**config.mk**
```make
export PLATFORM = sky130hd
export DESIGN_NAME = dcache_ctrl
export DESIGN_NICKNAME = d
export VERILOG_FILES = /design/src/rtl/dcache_pkg.sv /design/src/rtl/dcache_array.sv /design/src/rtl/dcache_ctrl.sv
export SDC_FILE = /design/constraint.sdc
export NUM_CORES = 1
export LEC_CHECK = 0
export BUFFER_PORTS_ARGS = -buffer_cell sky130_fd_sc_hd__buf_2
export CAP_MARGIN = 20
export CORE_MARGIN = 2
export CORE_UTILIZATION = 40
export CTS_CLUSTER_SIZE = 28
export DETAILED_ROUTE_END_ITERATION = 10
export PLACE_DENSITY = 0.7
export SLEW_MARGIN = 20
export SYNTH_ARGS = -nofsm -noshare
export SYNTH_HDL_FRONTEND = slang
export SYNTH_SLANG_ARGS = --single-unit
```
**constraint.sdc**
```tcl
create_clock -name clk -period 11.8 [get_ports clk]
set_input_delay 2.36 -clock clk [delete_from_list [all_inputs] [get_ports clk]]
set_output_delay 2.36 -clock clk [all_outputs]
set_load 0.01 [all_outputs]
```
**src/rtl/dcache_pkg.sv**
```systemverilog
// Shared types and default geometry for the direct-mapped data cache controller.
package dcache_pkg;

  typedef enum logic [1:0] {
    IDLE    = 2'd0,
    RD_MISS = 2'd1,
    WR_THRU = 2'd2
  } dcache_state_e;

  localparam int DEF_INDEX_BITS = 3;
  localparam int DEF_ADDR_WIDTH = 32;
  localparam int DEF_DATA_WIDTH = 32;

  localparam int DEF_LINES     = 1 << DEF_INDEX_BITS;
  localparam int DEF_TAG_BITS  = DEF_ADDR_WIDTH - DEF_INDEX_BITS - 2;

  function automatic int tag_bits(input int addr_width, input int index_bits);
    return addr_width - index_bits - 2;
  endfunction

endpackage

```
**src/rtl/dcache_array.sv**
```systemverilog
// Valid/tag/data storage: combinational lookup port, one synchronous write port.
module dcache_array #(
  parameter int INDEX_BITS = 3,
  parameter int TAG_BITS   = 27,
  parameter int DATA_WIDTH = 32
) (
  input  logic                  clk,
  input  logic                  rst,
  input  logic [INDEX_BITS-1:0] i_rd_index,
  input  logic [TAG_BITS-1:0]   i_rd_tag,
  output logic                  o_hit,
  output logic [DATA_WIDTH-1:0] o_rd_data,
  input  logic                  i_we,
  input  logic [INDEX_BITS-1:0] i_wr_index,
  input  logic [TAG_BITS-1:0]   i_wr_tag,
  input  logic [DATA_WIDTH-1:0] i_wr_data,
  input  logic                  i_set_valid
);

  localparam int LINES = 1 << INDEX_BITS;

  logic [LINES-1:0]      r_valid;
  logic [TAG_BITS-1:0]   r_tag  [LINES];
  logic [DATA_WIDTH-1:0] r_data [LINES];

  always_ff @(posedge clk) begin
    if (rst) begin
      r_valid <= '0;
    end else if (i_we && i_set_valid) begin
      r_valid[i_wr_index] <= 1'b1;
    end
  end

  // Tag/data carry no reset; the valid bits mask whatever they hold.
  always_ff @(posedge clk) begin
    if (i_we && !rst) begin
      r_tag[i_wr_index]  <= i_wr_tag;
      r_data[i_wr_index] <= i_wr_data;
    end
  end

  assign o_hit     = r_valid[i_rd_index] && (r_tag[i_rd_index] == i_rd_tag);
  assign o_rd_data = r_data[i_rd_index];

endmodule

```
**src/rtl/dcache_ctrl.sv**
```systemverilog
// Direct-mapped, one-word-line data cache controller: zero-wait load hits,
// blocking load-miss fill, write-through no-write-allocate stores.
module dcache_ctrl
  import dcache_pkg::*;
#(
  parameter int INDEX_BITS = DEF_INDEX_BITS,
  parameter int ADDR_WIDTH = DEF_ADDR_WIDTH,
  parameter int DATA_WIDTH = DEF_DATA_WIDTH
) (
  input  logic                  clk,
  input  logic                  rst,
  input  logic                  cpu_req,
  input  logic                  cpu_we,
  input  logic [ADDR_WIDTH-1:0] cpu_addr,
  input  logic [DATA_WIDTH-1:0] cpu_wdata,
  output logic [DATA_WIDTH-1:0] cpu_rdata,
  output logic                  cpu_stall,
  output logic                  mem_req,
  output logic                  mem_we,
  output logic [ADDR_WIDTH-1:0] mem_addr,
  output logic [DATA_WIDTH-1:0] mem_wdata,
  input  logic [DATA_WIDTH-1:0] mem_rdata,
  input  logic                  mem_ready,
  output logic [31:0]           hit_count,
  output logic [31:0]           miss_count
);

  localparam int TAG_BITS = tag_bits(ADDR_WIDTH, INDEX_BITS);

  dcache_state_e r_state, w_next_state;

  logic [ADDR_WIDTH-1:0] r_addr;
  logic [DATA_WIDTH-1:0] r_wdata;
  logic [31:0]           r_hit_count;
  logic [31:0]           r_miss_count;

  logic [INDEX_BITS-1:0] w_cpu_index, w_lat_index;
  logic [TAG_BITS-1:0]   w_cpu_tag, w_lat_tag;
  logic                  w_hit;
  logic [DATA_WIDTH-1:0] w_arr_data;

  logic                  w_arr_we;
  logic [INDEX_BITS-1:0] w_arr_index;
  logic [TAG_BITS-1:0]   w_arr_tag;
  logic [DATA_WIDTH-1:0] w_arr_wdata;
  logic                  w_arr_set_valid;
  logic                  w_latch;
  logic                  w_hit_inc;
  logic                  w_miss_inc;
  logic                  w_unused_addr_lsb;

  assign w_cpu_index       = cpu_addr[INDEX_BITS+1:2];
  assign w_cpu_tag         = cpu_addr[ADDR_WIDTH-1:INDEX_BITS+2];
  assign w_lat_index       = r_addr[INDEX_BITS+1:2];
  assign w_lat_tag         = r_addr[ADDR_WIDTH-1:INDEX_BITS+2];
  assign w_unused_addr_lsb = ^{cpu_addr[1:0], r_addr[1:0]};

  dcache_array #(
    .INDEX_BITS (INDEX_BITS),
    .TAG_BITS   (TAG_BITS),
    .DATA_WIDTH (DATA_WIDTH)
  ) u_array (
    .clk         (clk),
    .rst         (rst),
    .i_rd_index  (w_cpu_index),
    .i_rd_tag    (w_cpu_tag),
    .o_hit       (w_hit),
    .o_rd_data   (w_arr_data),
    .i_we        (w_arr_we),
    .i_wr_index  (w_arr_index),
    .i_wr_tag    (w_arr_tag),
    .i_wr_data   (w_arr_wdata),
    .i_set_valid (w_arr_set_valid)
  );

  always_ff @(posedge clk) begin
    if (rst) begin
      r_state      <= IDLE;
      r_addr       <= '0;
      r_wdata      <= '0;
      r_hit_count  <= '0;
      r_miss_count <= '0;
    end else begin
      r_state <= w_next_state;
      if (w_latch) begin
        r_addr <= {cpu_addr[ADDR_WIDTH-1:2], 2'b00};
        if (cpu_we) r_wdata <= cpu_wdata;
      end
      if (w_hit_inc && (r_hit_count != 32'hFFFF_FFFF))
        r_hit_count <= r_hit_count + 32'd1;
      if (w_miss_inc && (r_miss_count != 32'hFFFF_FFFF))
        r_miss_count <= r_miss_count + 32'd1;
    end
  end

  always_comb begin
    w_next_state    = r_state;
    cpu_stall       = 1'b0;
    cpu_rdata       = w_arr_data;
    mem_req         = 1'b0;
    mem_we          = 1'b0;
    mem_addr        = r_addr;
    mem_wdata       = r_wdata;
    w_arr_we        = 1'b0;
    w_arr_index     = w_cpu_index;
    w_arr_tag       = w_cpu_tag;
    w_arr_wdata     = cpu_wdata;
    w_arr_set_valid = 1'b0;
    w_latch         = 1'b0;
    w_hit_inc       = 1'b0;
    w_miss_inc      = 1'b0;

    unique case (r_state)
      IDLE: begin
        if (cpu_req) begin
          if (!cpu_we) begin
            if (w_hit) begin
              w_hit_inc = 1'b1;
            end else begin
              cpu_stall    = 1'b1;
              w_latch      = 1'b1;
              w_miss_inc   = 1'b1;
              w_next_state = RD_MISS;
            end
          end else begin
            // Store hit updates the line now; a store miss leaves the array alone.
            cpu_stall    = 1'b1;
            w_latch      = 1'b1;
            w_arr_we     = w_hit;
            w_next_state = WR_THRU;
          end
        end
      end

      RD_MISS: begin
        mem_req   = 1'b1;
        cpu_stall = !mem_ready;
        if (mem_ready) begin
          cpu_rdata       = mem_rdata;
          w_arr_we        = 1'b1;
          w_arr_index     = w_lat_index;
          w_arr_tag       = w_lat_tag;
          w_arr_wdata     = mem_rdata;
          w_arr_set_valid = 1'b1;
          w_next_state    = IDLE;
        end
      end

      WR_THRU: begin
        mem_req   = 1'b1;
        mem_we    = 1'b1;
        cpu_stall = !mem_ready;
        if (mem_ready) w_next_state = IDLE;
      end

      default: w_next_state = IDLE;
    endcase
  end

  assign hit_count  = r_hit_count;
  assign miss_count = r_miss_count;

endmodule

```
; ---- Yosys cells after proc, flatten, opt, wreduce, memory -nomap -nowiden
; Memory sizes are Yosys's and may differ from the RTL's.
; Cells that the tools add are included.
[classes]
n_addsub = 2
n_lt_le_gt_ge = 3
n_eq_ne = 8
n_mux = 38
bitwise = 1
n_reduce_logical = 12
[op_table]
columns = operator, count
row1 = 2-to-1 mux 32 bit, 4
row2 = adder 32 x 1 -> 32 bit (second input constant), 2
row3 = != test 32 bit (second input constant), 2
row4 = 2-to-1 mux 27 bit, 2
row5 = == test 27 bit, 1
row6 = 2-to-1 mux 1 bit, 21
row7 = less-than comparator 3 x 4 -> 1 bit (second input constant), 2
row8 = 2-to-1 mux 2 bit, 4
row9 = OR 8 bit, 1
row10 = logical AND 1 bit, 6
row11 = 2-to-1 mux 3 bit, 2
row12 = one-hot mux 1 bit (2 select lines), 2
row13 = one-hot mux 2 bit (2 select lines), 1
row14 = binary-select mux 1 bit (select 3 bit), 1
row15 = demux 1 bit (select 3 bit), 1
row16 = >= comparator 3 x 1 -> 1 bit (second input constant), 1
row17 = != test 3 bit (second input constant), 1
row18 = AND reduction 3 bit, 1
row19 = == test 2 x 1 -> 1 bit (second input constant), 1
row20 = == test 2 bit (second input constant), 1
row21 = zero test 1 bit, 2
row22 = zero test 2 bit, 1
row23 = != test 2 x 1 -> 1 bit (second input constant), 1
row24 = != test 2 bit (second input constant), 1
row25 = 2 further kinds, 2
[word_totals]
register_bits = 136
ram_bits = 472
in_bits = 101
out_inout_bits = 163
wordCells = 72
n_memories = 2
[mem_list]
columns = name, words, width, rd, rd_clocked_by_memory_dff, wr, line_no
row1 = u_array.r_data, 8, 32, 1, 0, 1, dcache_array.sv:24  ; logic [DATA_WIDTH-1:0] r_data [LINES];
row2 = u_array.r_tag, 8, 27, 1, 0, 1, dcache_array.sv:23  ; logic [TAG_BITS-1:0] r_tag [LINES];

; ---- Depth between registers and ports, before layout
[depth]
word_depth = 9
depth_mapped = 14
ltp_nobuf = 10

; ---- By module
; From an unflattened synthesis, not the netlist that was laid out.
[unflattened]
cells_unflattened = 1826
area_unflattened_um2 = 25478.2
[modules_own_cells]
columns = module, n_inst, cells_per_inst, area_per_inst_um2, seq_area_each_um2
row1 = dcache_array, 1, 848, 18615.4, 14333.7
row2 = dcache_ctrl, 1, 978, 6862.8, 2562.5

; ---- Worst setup path after synthesis
; OpenSTA, ideal clock, no wires.
[synth_timing]
path_type = input to register
from = input port cpu_addr[3]
to = memory u_array.r_data[3][0], enable pin
t_arrival_ns = 7.763
t_required_ns = 11.304
slack_ns = 3.542
cell_stages = 14
cell_sequence = buf_2 -> buf_6 -> buf_2 -> buf_2 -> mux2i_1 -> xor2_1 -> o2111ai_1 -> nor4b_2 -> nand4_1 -> buf_2 -> buf_1 -> nor2_1 -> nand3_1 -> a21oi_1
[synth_via]
elab_chain_len = 9
[synth_lines]
columns = element, line_no
row1 = "start, declared", dcache_ctrl.sv:14  ; input logic [ADDR_WIDTH-1:0] cpu_addr,
row2 = memory (8 x 27 bit) / binary-select mux 1 bit (select 3 bit) (equally long branches), --
row3 = == test 27 bit / 2-to-1 mux 1 bit (equally long branches), dcache_array.sv:42  ; assign o_hit = r_valid[i_rd_index] && (r_tag[i_rd_index] == i_rd_tag);
row4 = logical AND 1 bit, dcache_array.sv:42
row5 = 2-to-1 mux 1 bit, dcache_ctrl.sv:116  ; if (!cpu_we) begin
row6 = 2-to-1 mux 1 bit, dcache_ctrl.sv:115  ; if (cpu_req) begin
row7 = one-hot mux 1 bit (2 select lines), dcache_ctrl.sv:113  ; unique case (r_state)
row8 = logical AND 1 bit, dcache_array.sv:36  ; if (i_we && !rst) begin
row9 = 2-to-1 mux 1 bit, dcache_array.sv:36
row10 = 2-to-1 mux 1 bit (implied by the code), dcache_array.sv:38  ; r_data[i_wr_index] <= i_wr_data;
row11 = "end, declared", dcache_array.sv:24
; Several ways; a longest one is shown, not always the timed one. The select of a mux whose other input is x is not followed.

; ---- Final worst setup path
[layout_timing]
from = input port cpu_addr[3]
to = output port cpu_stall
[layout_via]
elab_chain_len = 7
[layout_lines]
columns = element, line_no
row1 = memory (8 x 27 bit) / binary-select mux 1 bit (select 3 bit) (equally long branches), --
row2 = == test 27 bit / 2-to-1 mux 1 bit (equally long branches), dcache_array.sv:42
row3 = logical AND 1 bit (*), dcache_array.sv:42
row4 = 2-to-1 mux 1 bit (*), dcache_ctrl.sv:117  ; if (w_hit) begin
row5 = 2-to-1 mux 1 bit (*), dcache_ctrl.sv:116
row6 = 2-to-1 mux 1 bit (*), dcache_ctrl.sv:115
row7 = one-hot mux 1 bit (2 select lines) (*), dcache_ctrl.sv:113
row8 = "end, declared", dcache_ctrl.sv:17  ; output logic cpu_stall,
; Every way passes the cells marked *; elsewhere a longest branch is shown, timed or not. The select of a mux whose other input is x is not followed.

==> key figures <==
Power
  • Pwr Density: between 150 and 200 mW/mm^2
  • VDD IR-drop max: about 0.11 mV
  • Final Power: 4.64 mW
  • Leakage: around 11 nW

Setup path
  • CP Launch Type: input port
  • FF-to-FF End: u_array.r_data[3][20]
  • Critical path peak fanout: 57
  • Worst EP required: between 9000 and 10000 ps
  • Critical R2R Launch: u_array.r_tag[6][19]
  • Register-to-Register Setup Slack: 7360 ps
  • Critical-path cell list: buf_4 > buf_4 > mux4_2 > mux2i_1 > xor2_1 > nand3_1 > nor3_1 > nand4_1 > buf_4 > o21bai_4 > a21oi_1 > buf_2
  • Critical path depth: 12
  • Max incr delay on CP: between 800 and 900 ps
  • Setup CP Type: input port to output pin
  • WP data arrival: roughly 6200 ps
  • CP endpoint kind: output pin
  • Critical path's slowest cell: buf_4
  • R2R cell count: 11
  • Worst Path Buf+Inv: 4
  • Top delay family on crit path: buffers and inverters
  • CP most frequent cell: buf_4

Global routing
  • Number of global-route vias before repair: between 15k and 20k
  • Overall Global Routing Usage: 0.180
  • Initial antenna violation count: 4
  • Largest net degree at the start of global routing: 63
  • First-pass GRT wire length: between 80000 and 90000 um
  • Grt ovf: 0

Place
  • Gpl congestion: 0.818
  • Worst slack, placed: ~3200 ps
  • # port buffers: roughly 260
  • Placement Cell Area: about 0.027 mm^2
  • Placed cells: roughly 2.8k
  • Hpwl dp: 35900 um

STA
  • Setup ws final: roughly 3200 ps
  • Pins Over Slew Limit: 0
  • Final hold vios: 0
  • Max Clk Rate: 0.116 GHz
  • Slew headroom: 0.283
  • Setup repair after global routing missed its margin: false
  • Worst Max-Slew Pin Slew: about 1100 ps
  • Worst Hold Margin: 451 ps
  • Setup TNS: 0 ps
  • Final worst path period need: approximately 8600 ps
  • Final setup viols: 0
  • Clock Skew: between 15 and 20 ps
  • Crit share post-route: 0.729

Synthesis
  • Post-synth EDFFs: 472
  • Post-Syn Area per Cell: ~14 um^2
  • Synth Instances: around 1.7k
  • Top_reg_cell synth: edfxtp_1
  • Seq/Total Area, Yosys: 0.676
  • Synth Cell Area: 0.0250 mm^2
  • Synth unique cells: 57
  • Async SR Flop Fraction: 0
  • #FFs+latches synth: 608
  • YS warnings: 0

Drt
  • Routed wire per std cell: ~20 um
  • Final ANT Viol Nets: 0
  • Drt first pass iters: 6
  • DRC viols: 0
  • Vias: about 15k
  • Routed WL: 58900 um
  • Initial DRC Count: ~1.3k
  • Drt via density: about 5.4

Cells and area
  • Syn-to-layout area delta: 17.1%
  • Final std cells w/o fill: around 2.9k
  • Utilization after layout: 0.475
  • FILL cells: 5331
  • Layout cells sized above 1: 0.254
  • Nets: about 2.1k
  • Final non-filler cell area: 0.0293 mm^2

CTS
  • Clk sink count: approximately 610
  • CTS tree: done
  • Post_cts resized: 0
  • H-tree Lvls: 2
  • Clock Path Buffers: 3
  • Clock root cell: clkbuf_16
  • Post-CTS Hold Buffers: 0
  • Post-CTS setup buffer count: 0
  • Cts bufs inserted: 60
  • Clock slew at reported path FFs: 60 ps
  • Clk Latency, worst-skew pair: approximately 620 ps

Floorplanning
  • Die W: 254 um
  • DIE HEIGHT: between 200 and 300 um
  • Die Area: 0.0645 mm^2
  • Core footprint: about 0.062 mm^2
  • Number of placement rows: slightly above 90
  • Initial core utilization: 0.405
  • Io pins: 264

Hold path
  • Hold Path Class: flop to flop
  • WHS Endpoint: mem_wdata[6]
  • Worst hold stages: 2
  • Hold wc startpoint: mem_wdata[6]

Outcome
  • Status: completed

Flow run
  • Max-Cap Viols: 0
[cells in the mapped netlist, drive strengths merged (2+ instances only)]
library cell | n | area [um^2]
and4 | 5 | 43.8
nand2b | 4 | 25.0
a22oi | 13 | 97.6
or4 | 6 | 45.0
nand4 | 23 | 144
and3 | 18 | 113
a21bo | 2 | 20.0
nand2 | 292 | 1100
mux2 | 15 | 169
mux2i | 114 | 1150
a31oi | 6 | 37.5
xor2 | 29 | 254
a21oi | 73 | 365
ha | 6 | 75.1
edfxtp | 472 | 14200
o31ai | 7 | 66.3
buf | 42 | 234
or3 | 17 | 106
nand3b | 2 | 15.0
or2 | 3 | 18.8
dfxtp | 136 | 2720
o2111ai | 2 | 17.5
mux4 | 104 | 2340
nor3 | 23 | 126
inv | 14 | 52.6
nor4 | 9 | 68.8
nand3 | 30 | 150
nor2 | 99 | 372
nor4b | 3 | 32.5
a211oi | 2 | 15.0
and2 | 5 | 31.3
o21ai | 51 | 255
xnor2 | 17 | 149
clkbuf | 51 | 191
nor2b | 20 | 125
[worst max-delay path by stage]
stage | slack, ps | start | endpoint
after floorplan | 3540 | cpu_addr[3] | u_array.r_data[3][0]
after global placement | 3180 | cpu_addr[3] | cpu_stall
after detailed placement | 3170 | cpu_addr[3] | cpu_stall
after CTS | 3170 | cpu_addr[3] | cpu_stall
after global routing | 2940 | cpu_addr[3] | cpu_stall
final | 3200 | cpu_addr[3] | cpu_stall
[registers in the layout, summed over array words and instances, names as in the netlist]
name             count
mem_addr            30
hit_count           32
r_state              2
u_array.r_data     256
miss_count          32
u_array.r_tag      216
mem_wdata           32
u_array.r_valid      8
[worst register-to-register path: cells and delay by family (launching register included)]
kind	cells	cell delay, ps
AO/OA/AOI/OAI	1	270
XOR/XNOR	1	370
buffers and inverters	2	1110
flip-flops	1	380
multiplexers	2	640
AND/OR/NAND/NOR	5	1210
[cell type report]
type / instances / area, um^2 / area share
diodes: 2 / 5.00 / 0.000171
clock buffers: 72 / 1580 / 0.0539
clock inverters: 40 / 443 / 0.0151
inverters: 14 / 52.6 / 0.00179
multi-input cells: 1013 / 7740 / 0.264
flip-flops and latches: 608 / 16900 / 0.577
well taps: 837 / 1050 / 0.0358
repair buffers: 286 / 1520 / 0.0519
[power by group]
group | switching, mW | total (mW) | internal (mW)
logic | 0.213 | 0.333 | 0.120
registers | 0.0136 | 2.36 | 2.35
clock network | 0.815 | 1.95 | 1.13
[per-layer routing]
metal	vias to the layer above	global-route usage	part of all wire
li1	7016	-	-
met1	7844	0.237	0.43
met2	513	0.305	0.49
met3	78	0.0306	0.059
met4	4	0.0553	0.022
met5	-	0	0.00037
[placed cells by master (no fill, tap or decap), drive strengths merged, types with 13 or more instances in the layout]
cell    Yosys  layout
mux2       15      15
clkbuf     51      72
a22oi      13      13
edfxtp    472     472
nand4      23      23
buf        42     286
nor2b      20      20
nor2       99      99
xnor2      17      17
xor2       29      29
nand3      30      30
dfxtp     136     136
nor3       23      23
a21oi      73      73
inv        14      17
and3       18      18
or3        17      17
mux4      104     104
clkinv      0      25
mux2i     114     114
o21ai      51      51
nand2     292     292
[cells by family after synthesis]
logic type                 after synthesis  synth area share
and+or+nand+nor                        563             0.102
buffers and inverters                  107            0.0191
xor gates and xnor gates                46            0.0161
AOI/OAI and AO/OA                      163            0.0374
muxes                                  233             0.147
adders and majority gates                6           0.00300
DFF                                    608             0.676
other                                    1          0.000150
Note: power is estimated with default switching activity, not from simulation.
